<file path="config.mk">
export PLATFORM = sky130hd
export DESIGN_NAME = doodle_vertical_motion_flat
export DESIGN_NICKNAME = d
export VERILOG_FILES = /design/src/rtl/doodle_pkg.sv /design/src/rtl/doodle_vertical_motion_if.sv /design/src/rtl/doodle_vertical_motion_scroll_stepper.sv /design/src/rtl/doodle_vertical_motion.sv /design/src/flat_wrapper.sv
export SDC_FILE = /design/constraint.sdc
export NUM_CORES = 1
export LEC_CHECK = 0
export CAP_MARGIN = 5
export CORE_MARGIN = 1
export CORE_UTILIZATION = 30
export CTS_BUF_LIST = sky130_fd_sc_hd__clkbuf_16
export CTS_CLUSTER_DIAMETER = 200
export DETAILED_ROUTE_END_ITERATION = 12
export GPL_TIMING_DRIVEN = 0
export PLACE_DENSITY = 0.52
export SLEW_MARGIN = 20
export SYNTH_ARGS = -nofsm -noshare
export SYNTH_HDL_FRONTEND = slang
export SYNTH_SLANG_ARGS = --single-unit
</file>
<file path="constraint.sdc">
create_clock -name clk -period 10.4 [get_ports clk]
set_input_delay 2.08 -clock clk [delete_from_list [all_inputs] [get_ports clk]]
set_output_delay 2.08 -clock clk [all_outputs]
set_load 0.02 [all_outputs]
</file>
<file path="src/rtl/doodle_pkg.sv">
// Shared constants and types for the doodle game blocks (motion, collision observer).
// Latency: n/a (definitions only).
// Backpressure: n/a (definitions only).
package doodle_pkg;

  // Screen geometry; every coordinate in the game fits in COORD_W bits
  localparam int SCREEN_H = 1024;
  localparam int COORD_W  = $clog2(SCREEN_H);

  // Playfield landmarks (y grows downward)
  localparam int EARTH       = 700;
  localparam int DOODLE_H    = 80;
  localparam int SCROLL_LINE = 420;
  localparam int DEATH_Y     = 760;

  // Motion tuning
  localparam int JUMP_V      = 20;
  localparam int V_MAX       = 24;
  localparam int GRAV_DIV    = 2;
  localparam int SCROLL_STEP = 8;

  localparam int V_W = 6;
  localparam int G_W = 4;

  typedef enum logic [1:0] {
    RISE = 2'd0,
    FALL = 2'd1,
    DEAD = 2'd2
  } motion_state_t;

  // a - b, clamped at 0
  function automatic logic [COORD_W-1:0] sat_sub(input logic [COORD_W-1:0] a,
                                                 input logic [COORD_W-1:0] b);
    logic [COORD_W:0] d;
    d = {1'b0, a} - {1'b0, b};
    return d[COORD_W] ? '0 : d[COORD_W-1:0];
  endfunction

  // a + b, clamped at the largest coordinate
  function automatic logic [COORD_W-1:0] sat_add(input logic [COORD_W-1:0] a,
                                                 input logic [COORD_W-1:0] b);
    logic [COORD_W:0] s;
    s = {1'b0, a} + {1'b0, b};
    return s[COORD_W] ? '1 : s[COORD_W-1:0];
  endfunction

endpackage

</file>
<file path="src/rtl/doodle_vertical_motion_if.sv">
// Bundle between the collision observer / frame timing and the vertical motion engine.
// Latency: n/a (wiring only).
// Backpressure: none; the motion engine consumes inputs only on frame_tick.
interface doodle_vertical_motion_if;
  import doodle_pkg::*;

  logic                         frame_tick;
  logic                         doodle_collision;
  logic                         move_collision;
  logic [1:0][COORD_W-1:0]      ground;
  logic [COORD_W-1:0]           doodle_y;
  logic                         doodle_fall_direction;
  logic [COORD_W-1:0]           scroll_px;
  logic                         scroll_valid;
  logic                         game_over;

  modport master (
    output frame_tick, doodle_collision, move_collision, ground,
    input  doodle_y, doodle_fall_direction, scroll_px, scroll_valid, game_over
  );

  modport slave (
    input  frame_tick, doodle_collision, move_collision, ground,
    output doodle_y, doodle_fall_direction, scroll_px, scroll_valid, game_over
  );

endinterface

</file>
<file path="src/rtl/doodle_vertical_motion_scroll_stepper.sv">
// Scroll remainder counter: emits at most SCROLL_STEP px per tick until the remainder is drained.
// Latency: step_px/step_en combinational on tick; scroll_px/scroll_valid registered, one cycle later.
// Backpressure: none; a new load discards any remainder still pending.
module scroll_stepper
  import doodle_pkg::*;
(
  input  logic               clk,
  input  logic               rst,
  input  logic               tick,
  input  logic               load,
  input  logic [COORD_W-1:0] load_px,
  output logic               step_en,
  output logic [COORD_W-1:0] step_px,
  output logic [COORD_W-1:0] scroll_px,
  output logic               scroll_valid
);

  localparam logic [COORD_W-1:0] STEP = COORD_W'(SCROLL_STEP);

  logic [COORD_W-1:0] rem_q;

  // A loading tick only arms the remainder; emission starts on the following tick
  always_comb begin
    step_en = tick && !load && (rem_q != '0);
    step_px = '0;
    if (step_en) begin
      step_px = (rem_q > STEP) ? STEP : rem_q;
    end
  end

  // Remainder, last emitted amount and the one-cycle valid pulse
  always_ff @(posedge clk) begin
    if (rst) begin
      rem_q        <= '0;
      scroll_px    <= '0;
      scroll_valid <= 1'b0;
    end else begin
      scroll_valid <= step_en;
      if (load) begin
        rem_q <= load_px;
      end else if (step_en) begin
        rem_q <= rem_q - step_px;
      end
      if (step_en) begin
        scroll_px <= step_px;
      end
    end
  end

endmodule

</file>
<file path="src/rtl/doodle_vertical_motion.sv">
// Per-frame vertical physics for the doodle: rise/fall integration, relaunch on landing, death, scroll offset.
// Latency: all outputs registered, valid the cycle after frame_tick.
// Backpressure: none; inputs are sampled only on frame_tick and ignored in between.
module doodle_vertical_motion
  import doodle_pkg::*;
(
  input  logic                    clk,
  input  logic                    rst,
  doodle_vertical_motion_if.slave bus
);

  motion_state_t      state_q, state_phys, state_d;
  logic [COORD_W-1:0] y_q, y_phys, y_d;
  logic [V_W-1:0]     v_q, v_d;
  logic [G_W-1:0]     g_q, g_d, g_inc;
  logic               g_wrap;
  logic               fall_q, fall_d;
  logic               over_q, over_d;
  logic               landing;

  logic               step_tick, load, step_en;
  logic [COORD_W-1:0] load_px, step_px, scroll_px;
  logic               scroll_valid;

  logic [COORD_W-1:0] ground_y;
  logic               ground_x_unused;

  assign ground_y        = bus.ground[0];
  assign ground_x_unused = ^bus.ground[1];

  assign g_wrap = (g_q == G_W'(GRAV_DIV - 1));
  assign g_inc  = g_wrap ? '0 : g_q + G_W'(1);

  // Physics step: integrate velocity/gravity or relaunch on a landing
  always_comb begin
    state_phys = state_q;
    y_phys     = y_q;
    v_d        = v_q;
    g_d        = g_q;
    fall_d     = fall_q;
    landing    = 1'b0;
    if (bus.frame_tick) begin
      unique case (state_q)
        RISE: begin
          y_phys = sat_sub(y_q, COORD_W'(v_q));
          g_d    = g_inc;
          if (g_wrap) begin
            v_d = v_q - V_W'(1);
          end
          if (v_d == '0) begin
            state_phys = FALL;
            fall_d     = 1'b1;
            g_d        = '0;
          end
        end
        FALL: begin
          if (bus.doodle_collision) begin
            landing    = 1'b1;
            y_phys     = sat_sub(ground_y, COORD_W'(DOODLE_H));
            v_d        = V_W'(JUMP_V);
            g_d        = '0;
            state_phys = RISE;
            fall_d     = 1'b0;
          end else begin
            y_phys = sat_add(y_q, COORD_W'(v_q));
            g_d    = g_inc;
            if (g_wrap) begin
              v_d = (v_q >= V_W'(V_MAX)) ? V_W'(V_MAX) : v_q + V_W'(1);
            end
          end
        end
        default: ;
      endcase
    end
  end

  // Scroll offset goes on top of the physics result; death is judged on the final y
  always_comb begin
    y_d     = y_phys;
    state_d = state_phys;
    over_d  = over_q;
    if (step_en) begin
      y_d = sat_add(y_phys, step_px);
    end
    if (bus.frame_tick && (state_q == FALL) && !landing && (y_d >= COORD_W'(DEATH_Y))) begin
      state_d = DEAD;
      over_d  = 1'b1;
    end
  end

  assign step_tick = bus.frame_tick && (state_q != DEAD);
  assign load      = landing && bus.move_collision;
  assign load_px   = sat_sub(COORD_W'(SCROLL_LINE), ground_y);

  scroll_stepper u_scroll (
    .clk          (clk),
    .rst          (rst),
    .tick         (step_tick),
    .load         (load),
    .load_px      (load_px),
    .step_en      (step_en),
    .step_px      (step_px),
    .scroll_px    (scroll_px),
    .scroll_valid (scroll_valid)
  );

  // Motion state register; reset leaves the doodle standing on the floor, falling
  always_ff @(posedge clk) begin
    if (rst) begin
      state_q <= FALL;
    end else begin
      state_q <= state_d;
    end
  end

  // Position, velocity, gravity phase and status flags
  always_ff @(posedge clk) begin
    if (rst) begin
      y_q    <= COORD_W'(EARTH - DOODLE_H);
      v_q    <= '0;
      g_q    <= '0;
      fall_q <= 1'b1;
      over_q <= 1'b0;
    end else begin
      y_q    <= y_d;
      v_q    <= v_d;
      g_q    <= g_d;
      fall_q <= fall_d;
      over_q <= over_d;
    end
  end

  assign bus.doodle_y              = y_q;
  assign bus.doodle_fall_direction = fall_q;
  assign bus.scroll_px             = scroll_px;
  assign bus.scroll_valid          = scroll_valid;
  assign bus.game_over             = over_q;

endmodule

</file>
<file path="src/flat_wrapper.sv">
// flat-port wrapper written by rule: the top's interface ports become plain ports
module doodle_vertical_motion_flat import doodle_pkg::*;
  (clk, rst, bus_frame_tick, bus_doodle_collision, bus_move_collision, bus_ground, bus_doodle_y, bus_doodle_fall_direction, bus_scroll_px, bus_scroll_valid, bus_game_over);
  doodle_vertical_motion_if bus_i ();
  input  logic clk;
  input  logic rst;
  input wire logic [$bits(bus_i.frame_tick)-1:0] bus_frame_tick;
  input wire logic [$bits(bus_i.doodle_collision)-1:0] bus_doodle_collision;
  input wire logic [$bits(bus_i.move_collision)-1:0] bus_move_collision;
  input wire logic [$bits(bus_i.ground)-1:0] bus_ground;
  output wire logic [$bits(bus_i.doodle_y)-1:0] bus_doodle_y;
  output wire logic [$bits(bus_i.doodle_fall_direction)-1:0] bus_doodle_fall_direction;
  output wire logic [$bits(bus_i.scroll_px)-1:0] bus_scroll_px;
  output wire logic [$bits(bus_i.scroll_valid)-1:0] bus_scroll_valid;
  output wire logic [$bits(bus_i.game_over)-1:0] bus_game_over;
  assign bus_i.frame_tick = bus_frame_tick;
  assign bus_i.doodle_collision = bus_doodle_collision;
  assign bus_i.move_collision = bus_move_collision;
  assign bus_i.ground = bus_ground;
  assign bus_doodle_y = bus_i.doodle_y;
  assign bus_doodle_fall_direction = bus_i.doodle_fall_direction;
  assign bus_scroll_px = bus_i.scroll_px;
  assign bus_scroll_valid = bus_i.scroll_valid;
  assign bus_game_over = bus_i.game_over;
  doodle_vertical_motion u_core (.clk(clk), .rst(rst), .bus(bus_i));
endmodule
</file>
==> summary.md <==
| Metric | Value |
|---|---|
| Post-synth EDFFs | 0 |
| Worst-Skew Late Latency | just over 300 ps |
| Largest net degree at the start of global routing | 18 |
| Synth Register Bits | 45 |
| Synth top area share | roughly a fifth |
| Final Skew | 6.630 ps |
| Fin crit share | about three fifths |
| Post-layout util | approximately 36% |
| WP data required | 10580 ps |
| Post-synthesis async set-or-reset flop share | 0% |
| Startpoint type of the worst setup path | input port |
| Layout area overhead | 17.52% |
| RD Place Congestion | around 0.88 |
| PwrDens | between 200 and 300 nW/um2 |
| Final Hold Viols | 0 |
| Post-DRT Antenna Nets | 0 |
| Leakage | approximately 2 nW |
| Hold Crit Class | flop to flop |
| Clock sink count | between 40 and 50 |
| Clock transition at path regs | 80 ps |
| Vias per std cell | 5.477 |
| Total power | 1.412 mW |
| CTS H-Tree Depth | 2 |
| Synth top area cells | dfxtp_1 21%, ha_1 11%, a21oi_1 5.9% |
| Status | complete, no violations |
| First-pass GRT wire length | 21.88 mm |
| Max-cap violations | 0 |
| Global Route Usage Sum | between 10% and 20% |
| Number of nets in the layout | 685 |
| GRT Residual Overflow | 0 |
| DR vias | 4371 |
| Yosys Warn Count | 0 |
| Final hold slack | between 400 and 500 ps |
| Die width | 122.5 um |
| Kind of critical path | input port to flop |
| Die area | 15010 um2 |
| Leading area contributor after synthesis | dfxtp_1 |
| Met1 Usage GRT | 25.99% |
| Die Ht | around 120 um |
| Non-filler cells in the finished layout | 798 |
| Number of DRC markers in iteration 0 | 332 |
| CTS tree | done |
| Post-layout min period | between 6000 and 7000 ps |
| Postcts setup bufs | 0 |
| Wire per inst | between 15 and 20 um |
| Detail Placement HPWL | 10.69 mm |
| Seq/Total Area, Yosys | between 20 and 25% |
| Critical Path End Type | flop |
| Design area | 5120 um2 |
| Met2 Usage GRT | 29.56% |
| Maximum root-to-sink buffer count | 2 |
| Critical Path AT | 6490 ps |
| Met3 Use GR | under 10% |
| Synthesized netlist cell count | 566 |
| Drt drc | 0 |
| CTS resizes | 0 |
| Final wirelength | roughly 14 mm |
| Num CTS Buffers | 5 |
| Placed Area | 4966 um2 |
| Slew @ Worst Pin | 735.4 ps |
| Core ar. | roughly 14000 um2 |
| CTS root buf | clkbuf_16 |
| 1st-pass router iterations | 5 |
| Final setup vio count | 0 |
| Critical-path maximum fanout | 7 |
| Pre-CTS WS | 3862 ps |
| Initial core utilization | 31.03% |
| Io pins | 48 |
| Max-slew violations | 0 |
| Max Fclk | 0.1584 GHz |
| Peak supply drop | 0.09478 mV |
| Mapped Area | 4357 um2 |
| Gr busiest metal | met2 |
| Setup TNS | 0 ps |
| Ys flop type | dfxtp_1 |
| Synth cell types | 85 |
| Syn Area/Cell | 7.697 um2 |
| Normalized max-slew margin | 50.97% |
| Vias in the first global route | between 4k and 5k |
| R2R setup slack | ~5100 ps |
| Initial antenna violation count | 0 |
| # rows | 43 |
| Antenna diode count | 0 |
| DP Cell Count | just under 800 |
| Share of cells above drive strength 1 | 6.634% |
| Port bufs | 35 |
| Hold Buf Count CTS | 0 |
| Unrepaired setup endpoints after global routing | false |
| Final WS setup | between 4000 and 5000 ps |
worst paths after layout:
check,start,end,cells past startpoint
max,bus_ground[4],u_core.bus.game_over,20
max reg2reg,u_core.v_q[0],u_core.bus.game_over,20
min,u_core.u_scroll.scroll_px[6],u_core.u_scroll.scroll_px[6],1
min reg2reg,u_core.u_scroll.scroll_px[6],u_core.u_scroll.scroll_px[6],1
logic make-up (layout without fill, tap and decap cells):
kind of cell / Yosys count / after routing / share of synthesized area (%)
buf+inv: 54 / 97 / 6.720
simple gates: 214 / 214 / 25.27
fa+ha+maj: 43 / 43 / 13.04
other cells: 2 / 11 / 0.1724
compound gates: 179 / 179 / 28.15
xor+xnor: 26 / 26 / 5.227
mux: 3 / 3 / 0.7467
flops: 45 / 45 / 20.68
synth_stat cells (4+ instances only):
library cell	n
a211oi_1	15
a21oi_1	51
xor2_1	8
nor4_1	5
inv_1	31
nor2_1	54
o211ai_1	4
nand2b_1	21
nand3_1	15
ha_1	39
a31oi_1	7
xnor2_1	18
dfxtp_1	45
and2_1	7
fa_1	4
nor3_1	23
nand2_1	44
nor2b_1	9
or3_1	5
a21boi_0	4
or2_1	4
a21o_1	9
o31ai_1	8
clkbuf_1	11
o21ai_0	28
clkbuf_8	5
state kept, by name (all words and copies together), names as in the netlist:
name / count
u_core.state_q: 2
u_core.v_q: 6
u_core.bus.doodle_y: 10
u_core.u_scroll.scroll_valid: 1
u_core.u_scroll.scroll_px: 10
u_core.g_q: 4
u_core.bus.game_over: 1
u_core.bus.doodle_fall_direction: 1
u_core.u_scroll.rem_q: 10
worst max-delay path, cell delays in order:
cell	delay, ps
clkdlybuf4s50_1	630
inv_1	110
ha_1	230
nor2b_1	200
o21ai_0	120
a21boi_0	400
nand2b_1	100
o311ai_0	130
a22oi_1	120
o21ai_1	220
ha_1	310
a21o_1	220
o2bb2ai_1	180
o2111ai_1	220
o2bb2ai_1	300
nor2_1	150
a311oi_2	280
a211oi_2	80
o211ai_2	300
o31ai_1	100
layout make-up:
cell class,instances,area [um2]
Fill cell,1481,8922
Multi-Input combinational cell,476,3197
Sequential cell,45,900.9
Timing Repair Buffer,35,350.3
Tap cell,180,225.2
Buffer,22,172.7
Clock buffer,5,125.1
Inverter,32,120.1
Clock inverter,3,28.78
report_power, final:
| group | switching [mW] | total [mW] | internal, mW | leakage, nW |
|---|---|---|---|---|
| registers | 0.0601 | 0.280 | 0.220 | 0.369 |
| logic | 0.551 | 0.955 | 0.404 | 1.55 |
| clock network | 0.0835 | 0.176 | 0.0928 | 0.0767 |
| total | 0.694 | 1.41 | 0.717 | 2.00 |
layer usage:
| layer | vias up | share of wire [%] | wire, um |
|---|---|---|---|
| met1 | 2060 | 47 | 6425 |
| met4 | 0 | 2.4 | 329 |
| li1 | 2147 | - | - |
| met5 | - | 0 | 0 |
| met3 | 24 | 6.4 | 873 |
| met2 | 140 | 44 | 6011 |
layout by cell type, fill, tap and decap left out, drive strengths merged, types with 8 or more instances in the layout:
| cell | synthesis | layout |
|---|---|---|
| a211oi | 17 | 17 |
| xnor2 | 18 | 18 |
| nor2b | 9 | 9 |
| clkdlybuf4s50 | 0 | 35 |
| dfxtp | 45 | 45 |
| xor2 | 8 | 8 |
| nand3 | 15 | 15 |
| a21oi | 53 | 53 |
| nor3 | 23 | 23 |
| inv | 31 | 34 |
| nand2b | 22 | 22 |
| nand2 | 44 | 44 |
| conb | 2 | 11 |
| a21o | 10 | 10 |
| o31ai | 8 | 8 |
| o21ai | 31 | 31 |
| clkbuf | 16 | 21 |
| nor2 | 56 | 56 |
| ha | 39 | 39 |
No activity file was read; power rests on OpenSTA's default activity.
